File: src/rtl/muldiv_sequencer.sv
// Iterative signed mult/madd/msub/div engine for the HI/LO path.
// Does one shift-add or restoring shift-subtract step per cycle, then one sign-fix cycle.
module muldiv_sequencer #(
    parameter int WIDTH = 32
) (
    input  logic             clk,
    input  logic             rst_n,
    input  logic             start,
    input  logic [1:0]       op,
    input  logic [WIDTH-1:0] rs_val,
    input  logic [WIDTH-1:0] rt_val,
    input  logic [WIDTH-1:0] hi_in,
    input  logic [WIDTH-1:0] lo_in,
    input  logic             flush,
    output logic             busy,
    output logic             done,
    output logic             div_zero,
    output logic [WIDTH-1:0] hi_res,
    output logic [WIDTH-1:0] lo_res
);
    localparam int CW = $clog2(WIDTH);
    localparam logic [1:0] OP_MULT = 2'b00;
    localparam logic [1:0] OP_MADD = 2'b01;
    localparam logic [1:0] OP_MSUB = 2'b10;
    localparam logic [1:0] OP_DIV  = 2'b11;

    typedef enum logic [1:0] {IDLE, CALC, FIX, DONE} state_t;

    state_t             state_q, state_d;
    logic [CW-1:0]      cnt_q, cnt_d;
    logic [1:0]         op_q, op_d;
    logic [WIDTH-1:0]   mag_q, mag_d;
    logic [2*WIDTH-1:0] acc_q, acc_d;
    logic [2*WIDTH-1:0] base_q, base_d;
    logic               neg_q, neg_d;
    logic               rsneg_q, rsneg_d;
    logic               dz_q, dz_d;
    logic [WIDTH-1:0]   hi_q, hi_d;
    logic [WIDTH-1:0]   lo_q, lo_d;

    logic [WIDTH-1:0]   rs_mag, rt_mag, quo_fix, rem_fix;
    logic [WIDTH:0]     add_sum, shifted, diff;
    logic [2*WIDTH-1:0] prod_fix, fix_val;

    always_ff @(posedge clk) begin
        if (!rst_n) begin
            state_q <= IDLE;
            cnt_q   <= '0;
            op_q    <= '0;
            mag_q   <= '0;
            acc_q   <= '0;
            base_q  <= '0;
            neg_q   <= 1'b0;
            rsneg_q <= 1'b0;
            dz_q    <= 1'b0;
            hi_q    <= '0;
            lo_q    <= '0;
        end else begin
            state_q <= state_d;
            cnt_q   <= cnt_d;
            op_q    <= op_d;
            mag_q   <= mag_d;
            acc_q   <= acc_d;
            base_q  <= base_d;
            neg_q   <= neg_d;
            rsneg_q <= rsneg_d;
            dz_q    <= dz_d;
            hi_q    <= hi_d;
            lo_q    <= lo_d;
        end
    end

    // mag_q holds |rs| as multiplicand or |rt| as divisor; acc_q is product or {rem, quo}.
    always_comb begin
        state_d = state_q;
        cnt_d   = cnt_q;
        op_d    = op_q;
        mag_d   = mag_q;
        acc_d   = acc_q;
        base_d  = base_q;
        neg_d   = neg_q;
        rsneg_d = rsneg_q;
        dz_d    = dz_q;
        hi_d    = hi_q;
        lo_d    = lo_q;

        rs_mag  = rs_val[WIDTH-1] ? -rs_val : rs_val;
        rt_mag  = rt_val[WIDTH-1] ? -rt_val : rt_val;
        add_sum = {1'b0, acc_q[2*WIDTH-1:WIDTH]} + {1'b0, (acc_q[0] ? mag_q : {WIDTH{1'b0}})};
        shifted = acc_q[2*WIDTH-1:WIDTH-1];
        diff    = shifted - {1'b0, mag_q};

        prod_fix = neg_q ? -acc_q : acc_q;
        quo_fix  = neg_q ? -acc_q[WIDTH-1:0] : acc_q[WIDTH-1:0];
        rem_fix  = rsneg_q ? -acc_q[2*WIDTH-1:WIDTH] : acc_q[2*WIDTH-1:WIDTH];
        case (op_q)
            OP_MADD: fix_val = base_q + prod_fix;
            OP_MSUB: fix_val = base_q - prod_fix;
            OP_DIV:  fix_val = {rem_fix, quo_fix};
            default: fix_val = prod_fix;
        endcase

        case (state_q)
            IDLE: begin
                if (start) begin
                    op_d    = op;
                    neg_d   = rs_val[WIDTH-1] ^ rt_val[WIDTH-1];
                    rsneg_d = rs_val[WIDTH-1];
                    base_d  = {hi_in, lo_in};
                    cnt_d   = '0;
                    if (op == OP_DIV) begin
                        mag_d = rt_mag;
                        acc_d = {{WIDTH{1'b0}}, rs_mag};
                    end else begin
                        mag_d = rs_mag;
                        acc_d = {{WIDTH{1'b0}}, rt_mag};
                    end
                    if (op == OP_DIV && rt_val == '0) begin
                        state_d = DONE;
                        dz_d    = 1'b1;
                        hi_d    = hi_in;
                        lo_d    = lo_in;
                    end else begin
                        state_d = CALC;
                        dz_d    = 1'b0;
                    end
                end
            end
            CALC: begin
                if (op_q == OP_DIV) begin
                    if (!diff[WIDTH])
                        acc_d = {diff[WIDTH-1:0], acc_q[WIDTH-2:0], 1'b1};
                    else
                        acc_d = {shifted[WIDTH-1:0], acc_q[WIDTH-2:0], 1'b0};
                end else begin
                    acc_d = {add_sum, acc_q[WIDTH-1:1]};
                end
                cnt_d = cnt_q + CW'(1);
                if (cnt_q == CW'(WIDTH - 1)) begin
                    state_d = FIX;
                    cnt_d   = '0;
                end
            end
            FIX: begin
                hi_d    = fix_val[2*WIDTH-1:WIDTH];
                lo_d    = fix_val[WIDTH-1:0];
                state_d = DONE;
            end
            default: state_d = IDLE;
        endcase

        // Flush abandons the operation without touching the visible results.
        if (flush) begin
            state_d = IDLE;
            cnt_d   = '0;
            dz_d    = dz_q;
            hi_d    = hi_q;
            lo_d    = lo_q;
        end
    end

    assign busy     = (state_q != IDLE);
    assign done     = (state_q == DONE);
    assign div_zero = (state_q == DONE) && dz_q;
    assign hi_res   = hi_q;
    assign lo_res   = lo_q;
endmodule

File: config.mk
export PLATFORM = sky130hd
export DESIGN_NAME = muldiv_sequencer
export DESIGN_NICKNAME = d
export VERILOG_FILES = /design/src/rtl/muldiv_sequencer.sv
export SDC_FILE = /design/constraint.sdc
export NUM_CORES = 1
export LEC_CHECK = 0
export BUFFER_PORTS_ARGS = -buffer_cell sky130_fd_sc_hd__buf_4
export CAP_MARGIN = 20
export CORE_ASPECT_RATIO = 2
export CORE_UTILIZATION = 25
export CTS_BUF_LIST = sky130_fd_sc_hd__clkbuf_4 sky130_fd_sc_hd__clkbuf_8
export CTS_CLUSTER_DIAMETER = 100
export CTS_CLUSTER_SIZE = 20
export DETAILED_ROUTE_END_ITERATION = 7
export HOLD_SLACK_MARGIN = 0.06
export PLACE_DENSITY = 0.41
export SLEW_MARGIN = 20
export SYNTH_ARGS = -nofsm -noshare
export SYNTH_HDL_FRONTEND = slang
export SYNTH_SLANG_ARGS = --single-unit
File: constraint.sdc
create_clock -name clk -period 9.4 [get_ports clk]
set_clock_uncertainty 0.2 [all_clocks]
set_input_delay 1.41 -clock clk [delete_from_list [all_inputs] [get_ports clk]]
set_output_delay 1.41 -clock clk [all_outputs]
set_load 0.02 [all_outputs]
; Word-level counts from Yosys, hierarchy flattened
; Index checks and enable logic that the tools add are counted.
[classes]
add_sub_neg = 10
multipliers = 0
div = 0
order_cmp = 0
n_eq_ne = 11
shift = 0
muxes = 27
n_bitwise = 3
n_reduce_logical = 13
[ops]
columns = op, n
row1 = two-way mux 32 bit, 11
row2 = two-way mux 64 bit, 4
row3 = one-hot mux 64 bit (3 select lines), 1
row4 = negator 32 bit, 4
row5 = one-hot mux 32 bit (2 select lines), 2
row6 = one-hot mux 64 bit (2 select lines), 1
row7 = adder 64 bit, 1
row8 = negator 64 bit, 1
row9 = subtractor 64 bit, 1
row10 = adder 32 x 32 -> 33 bit, 1
row11 = subtractor 33 x 32 -> 33 bit, 1
row12 = zero test 32 bit, 1
row13 = == test 2 bit (second input constant), 5
row14 = two-way mux 5 bit, 2
row15 = one-hot mux 5 bit (2 select lines), 1
row16 = two-way mux 2 bit, 3
row17 = != test 2 bit (second input constant), 3
row18 = one-hot mux 2 bit (3 select lines), 1
row19 = AND reduction 2 bit, 3
row20 = nonzero test 2 bit, 3
row21 = adder 5 x 1 -> 5 bit (second input constant), 1
row22 = == test 5 bit (second input constant), 1
row23 = == test 2 x 1 -> 1 bit (second input constant), 2
row24 = AND reduction 4 bit, 1
row25 = 7 further kinds, 9
[totals]
ff_bits = 236
latchBits = 0
ram_bits = 0
romBits = 0
in_bits = 134
output_inout_bits = 67
word_cells = 75
memories = 0

; Logic depth before layout (Yosys ltp)
[depth]
ltp_word = 5
ltp_mapped = 28
mapped_depth_nobuf = 25

; Worst setup path before layout
; OpenSTA, ideal clock, no wires.
[synth_path]
path_type = reg2reg
from = register acc_q[0]
to = register hi_q[31] (netlist: hi_res[31])
setup_ns = 0.133
t_arrival_ns = 6.278
required_time_ns = 9.067
setup_slack_ns = 2.790
stages_incl_launch_ff = 28
n_path_buf = 4
period_less_slack_ns = 6.610
cell_sequence = dfxtp_1 -> clkbuf_1 -> inv_1 -> buf_1 -> ha_1 -> nor4b_2 -> nand4_2 -> buf_6 -> o41ai_1 -> a211oi_1 -> nor3_1 -> nand4_2 -> nor3_2 -> a21oi_1 -> xor2_1 -> ha_1 -> clkbuf_1 -> nand4_1 -> nor4_1 -> nand3_1 -> a21oi_1 -> nor4bb_1 -> or4_1 -> o211ai_1 -> a211oi_1 -> xnor3_1 -> a221oi_2 -> nor4_2
[synth_between]
elab_chain_cells = 5
elab_cells_between_ends = 6
classes_between = 3 x add/sub / 3 x mux
[synth_lines]
columns = item, line
row1 = start: declaration, 33  ; logic [2*WIDTH-1:0] acc_q, acc_d;
row2 = start signal: assignment, 51  ; acc_q <= '0;
row3 = start signal: assignment, 63  ; acc_q <= acc_d;
row4 = negator 64 bit, 93  ; prod_fix = neg_q ? -acc_q : acc_q;
row5 = two-way mux 64 bit (*), 93
row6 = subtractor 64 bit / adder 64 bit (equally long branches), "98, 97"
row7 = one-hot mux 64 bit (3 select lines) (*), 96  ; case (op_q)
row8 = one-hot mux 32 bit (2 select lines) (*), 103  ; case (state_q)
row9 = end signal: assignment, 68  ; hi_q <= hi_d;
row10 = end: declaration, 38  ; logic [WIDTH-1:0] hi_q, hi_d;
; Every way passes the cells marked *; elsewhere a longest branch is shown, timed or not.
; A chain may end at the register's enable or synchronous reset.

; Final worst setup path
[layout_path]
from = register acc_q[1]
to = register hi_q[29] (netlist: hi_res[29])
; The elaborated chain is that of the path after synthesis.

==> parameters.txt <==
Parameter                              Value

CTS
  Total CTS buffers ... 15
  Setup repair bufs after CTS ... 0
  Hold-fix buffers at CTS ... 0
  Clock tree from TritonCTS ... yes
  Clock input transition at the sequential cells of the worst setup and hold paths ... 0.17 ns
  TritonCTS sink count ... 236
  Total of cells resized after clock tree synthesis ... 0
  Deepest level of the CTS H-tree ... 1
  Maximum clock insertion buffer count ... 3
  Root buffer cell ... sky130_fd_sc_hd__clkbuf_8
  Insertion delay of the later-clocked pin in the worst-skew pair ... 0.64 ns

Synthesis
  Synthesized-area fraction occupied by ao, oa, aoi and oai cells ... 0.301
  Adder and majority cell fraction of the synthesized area ... 0.0765
  Mux contribution to synthesized area ... 0.0239
  Fraction of synthesized cell area in xor and xnor cells ... 0.117
  Post-synthesis share of cell area spent on and, or, nand and nor gates ... 0.223
  Number of nets in the synthesized netlist ... 3650
  Yosys top cell by area ... sky130_fd_sc_hd__dfxtp_1
  Number of enable-type register cells in the synthesized netlist ... 0
  Sequential cell area fraction in the yosys report ... 0.197
  Netlist cell types ... 91
  Post-Synthesis Mean Instance Area ... 7.12 µm²
  Share of the synthesized area in the top cell type ... 0.197
  Dominant synthesized flop cell ... sky130_fd_sc_hd__dfxtp_1
  Total number of yosys warnings ... 0
  Fraction of synthesis flops using an asynchronous set or reset pin ... 0
  Largest family of logic cells by synthesized area ... compound AO/OA/AOI/OAI gates
  Register bit count reported by yosys ... 236
  Post-Syn Area ... 24000 µm²
  Synth top area cells ... sky130_fd_sc_hd__dfxtp_1, sky130_fd_sc_hd__a21oi_1, sky130_fd_sc_hd__ha_1
  Synthesized netlist cell count ... 3371

STA
  Setup repair after global routing missed its margin ... false
  Relative max-transition margin ... 0.290
  Worst-margin pin slew ... between 1 and 1.5 ns
  Final count of pins violating max slew ... 0
  Highest clock rate ... 131 MHz
  Number of endpoints with negative hold slack in the final report ... 0
  Hold Worst Slack ... 0.262 ns
  # setup viols final ... 0
  Period utilization ... 0.814
  Final sum of negative setup slack ... 0 ns
  Clock period minus worst slack ... 7.65 ns

Global routing
  M1 GR Usage ... 0.229
  Maximum number of pins on one net before global-route repair ... 79
  Gr usage total ... 0.208
  Met2 GRT Util ... 0.400
  Overflow after GRT ... 0
  Wire length of the first global-routing pass ... about 160000 µm
  Via count of the first global-routing pass ... around 25k
  GR Layer Usage met3 ... 0.0133
  Number of antenna violations at the first check in global routing ... 1
  GRT busiest layer ... met2

Critical path
  Critical path type ... register to register
  Crit Path Max Fanout ... 14
  Cell repeated most along the worst path ... sky130_fd_sc_hd__or3_1
  Critical path's largest stage delay ... 0.58 ns
  Data arrival time at the worst-slack endpoint ... 8.04 ns
  Critical Path End Type ... register
  Critical path's slowest cell ... sky130_fd_sc_hd__o311ai_0
  Critical Path Source Type ... register
  Cell-by-cell trace of the critical path ... inv_1 -> ha_1 -> nor4b_2 -> nand4_2 -> o311ai_0 -> nand4_1 -> or3_1 -> nor3_1 -> nor2_1 -> xor2_1 -> ha_1 -> nand2_1 -> or3_1 -> or3_1 -> a211oi_1 -> o211ai_1 -> a21oi_1 -> o221ai_1 -> o41ai_1 -> a21oi_1 -> xor2_1 -> o22ai_1
  Data required time at the worst endpoint ... roughly 9.8 ns

Routing
  Total Routed Length ... 104000 µm
  Vias after detailed routing ... 24.8k
  Count of unresolved DRC violations after routing ... 0
  Routed length per instance ... 22.5 µm
  Iteration-0 DRC Markers ... 1460
  Vias per inst ... 5.40
  Remaining antenna violation count ... 0
  First-pass DRT Iterations ... 6

Floorplan
  Initial standard-cell utilization of the core ... 0.252
  Die Area ... 97300 µm²
  Count of standard-cell rows ... 160
  Std-Cell Core Area ... 95100 µm²
  Vertical die dimension ... 440 µm
  Die Wd ... 221 µm
  Number of top-level pins ... 201

Place
  Half-perimeter wire length after placement ... 82400 µm
  Number of port buffers ... 200
  Dpl cell area ... 26400 µm²
  Placer's final routability congestion estimate ... just over 0.9
  Number of placed instances with taps included ... around 4.6k

Final layout
  Final non-filler cell total ... 4597
  Fraction of final layout cells sized beyond drive strength 1 ... 0.0994
  Final non-filler cell area ... 26700 µm²
  Net count, final ... roughly 3.7k
  Utilization after layout ... 0.281
  Synth-to-layout area growth ... 11.2%
  Fillers ... 10.5k

Pwr
  Static power due to leakage ... 10.2 nW
  Power per cell area ... 117 nW/µm²
  Largest voltage drop on the vdd net ... roughly 0.073 mV

Outcome
  Result of the run ... finished, final reports clean

Hold path
  Path class of the lowest-slack min-delay path ... register to register

Flow run
  Max-capacitance violation count ... 0
[layer usage]
layer | vias to the layer above | routed length [µm]
li1 | 12300 | -
met1 | 11900 | 41500
met2 | 575 | 54000
met3 | 150 | 2740
met4 | 0 | 5500
met5 | - | 0
[cell type report]
cell class              count  area [µm²]  area share
clock inverters             1        7.51    0.000281
repair buffers            246        1850      0.0692
diodes                      1        2.50   0.0000938
inverters                 117         444      0.0166
multi-input cells        2763       17900       0.671
clock buffers              18         235     0.00882
well taps                1215        1520      0.0570
flip-flops and latches    236        4730       0.177
[flip-flops by register name, summed over array words and instances, names as in the netlist]
register / cells
acc_q: 64
base_q: 64
cnt_q: 5
dz_q: 1
hi_res: 32
lo_res: 32
mag_q: 32
neg_q: 1
op_q: 2
rsneg_q: 1
state_q: 2
[cells by family after synthesis]
group | Yosys count
and+or+nand+nor | 1133
DFF | 236
adders and majority gates | 145
xor gates and xnor gates | 318
AOI/OAI and AO/OA | 1111
muxes | 56
buffers and inverters | 372
[cell usage after synthesis (12+ instances only)]
cell / count
sky130_fd_sc_hd__a211oi_1: 63
sky130_fd_sc_hd__a21o_1: 68
sky130_fd_sc_hd__a21oi_1: 355
sky130_fd_sc_hd__a221oi_1: 17
sky130_fd_sc_hd__a22oi_1: 24
sky130_fd_sc_hd__a311oi_1: 19
sky130_fd_sc_hd__a31oi_1: 51
sky130_fd_sc_hd__and2_1: 18
sky130_fd_sc_hd__and3_1: 18
sky130_fd_sc_hd__and4_1: 15
sky130_fd_sc_hd__buf_1: 28
sky130_fd_sc_hd__buf_2: 15
sky130_fd_sc_hd__clkbuf_1: 204
sky130_fd_sc_hd__dfxtp_1: 236
sky130_fd_sc_hd__ha_1: 142
sky130_fd_sc_hd__inv_1: 116
sky130_fd_sc_hd__mux2i_1: 46
sky130_fd_sc_hd__nand2_1: 459
sky130_fd_sc_hd__nand2b_1: 26
sky130_fd_sc_hd__nand3_1: 68
sky130_fd_sc_hd__nand4_1: 42
sky130_fd_sc_hd__nor2_1: 262
sky130_fd_sc_hd__nor2b_1: 27
sky130_fd_sc_hd__nor3_1: 68
sky130_fd_sc_hd__nor4_1: 21
sky130_fd_sc_hd__o211ai_1: 67
sky130_fd_sc_hd__o21a_1: 17
sky130_fd_sc_hd__o21ai_0: 189
sky130_fd_sc_hd__o21bai_1: 25
sky130_fd_sc_hd__o221ai_1: 40
sky130_fd_sc_hd__o22ai_1: 12
sky130_fd_sc_hd__o31ai_1: 40
sky130_fd_sc_hd__o41ai_1: 16
sky130_fd_sc_hd__or3_1: 31
sky130_fd_sc_hd__or4_1: 23
sky130_fd_sc_hd__xnor2_1: 149
sky130_fd_sc_hd__xor2_1: 167
[critical path: cells and delay by family (launching register included)]
| family | cells | cell delay (ns) |
|---|---|---|
| AND/OR/NAND/NOR | 9 | 2.98 |
| AO/OA/AOI/OAI | 8 | 2.75 |
| adder cells (fa/ha/maj) | 2 | 0.79 |
| flip-flops | 1 | 0.43 |
| XOR/XNOR | 2 | 0.31 |
| buffers and inverters | 1 | 0.15 |
[metrics by stage]
stage / total power (W) / setup slack (ns)
after global routing: 0.00331 / 1.15
after detailed placement: 0.00255 / 1.74
after CTS: 0.00314 / 1.68
final: 0.00311 / 1.75
after global placement: 0.00257 / 1.83
after floorplan: 0.00210 / 2.79
[final timing paths]
path / from / to / slack [ns] / cells after the start
min reg2reg: lo_res[22] / lo_res[22] / 0.26 / 2
min: lo_res[22] / lo_res[22] / 0.26 / 2
max: acc_q[1] / hi_res[29] / 1.75 / 22
max reg2reg: acc_q[1] / hi_res[29] / 1.75 / 22
[cells in the final DEF (no fill, tap or decap), types with 24 or more instances in the layout]
cell / count
sky130_fd_sc_hd__xnor2_1: 149
sky130_fd_sc_hd__nand3_1: 68
sky130_fd_sc_hd__a211oi_1: 63
sky130_fd_sc_hd__nor3_1: 68
sky130_fd_sc_hd__nand2_1: 457
sky130_fd_sc_hd__dfxtp_1: 235
sky130_fd_sc_hd__a22oi_1: 24
sky130_fd_sc_hd__nand4_1: 42
sky130_fd_sc_hd__nor2b_1: 26
sky130_fd_sc_hd__buf_4: 246
sky130_fd_sc_hd__o211ai_1: 67
sky130_fd_sc_hd__a21o_1: 68
sky130_fd_sc_hd__inv_1: 115
sky130_fd_sc_hd__o221ai_1: 40
sky130_fd_sc_hd__xor2_1: 166
sky130_fd_sc_hd__a21oi_1: 354
sky130_fd_sc_hd__a31oi_1: 51
sky130_fd_sc_hd__or3_1: 31
sky130_fd_sc_hd__o21ai_0: 189
sky130_fd_sc_hd__mux2i_1: 46
sky130_fd_sc_hd__nor2_1: 261
sky130_fd_sc_hd__nand2b_1: 25
sky130_fd_sc_hd__o31ai_1: 40
sky130_fd_sc_hd__o21bai_1: 25
sky130_fd_sc_hd__ha_1: 139
[power by group]
group	leakage (nW)	switching, W	internal [W]
clock	0.124	0.000407	0.000165
sequential	1.93	0.0000704	0.00105
combinational	8.18	0.000916	0.000503
total	10.2	0.00139	0.00172
Power figures use the tool's default switching activity.
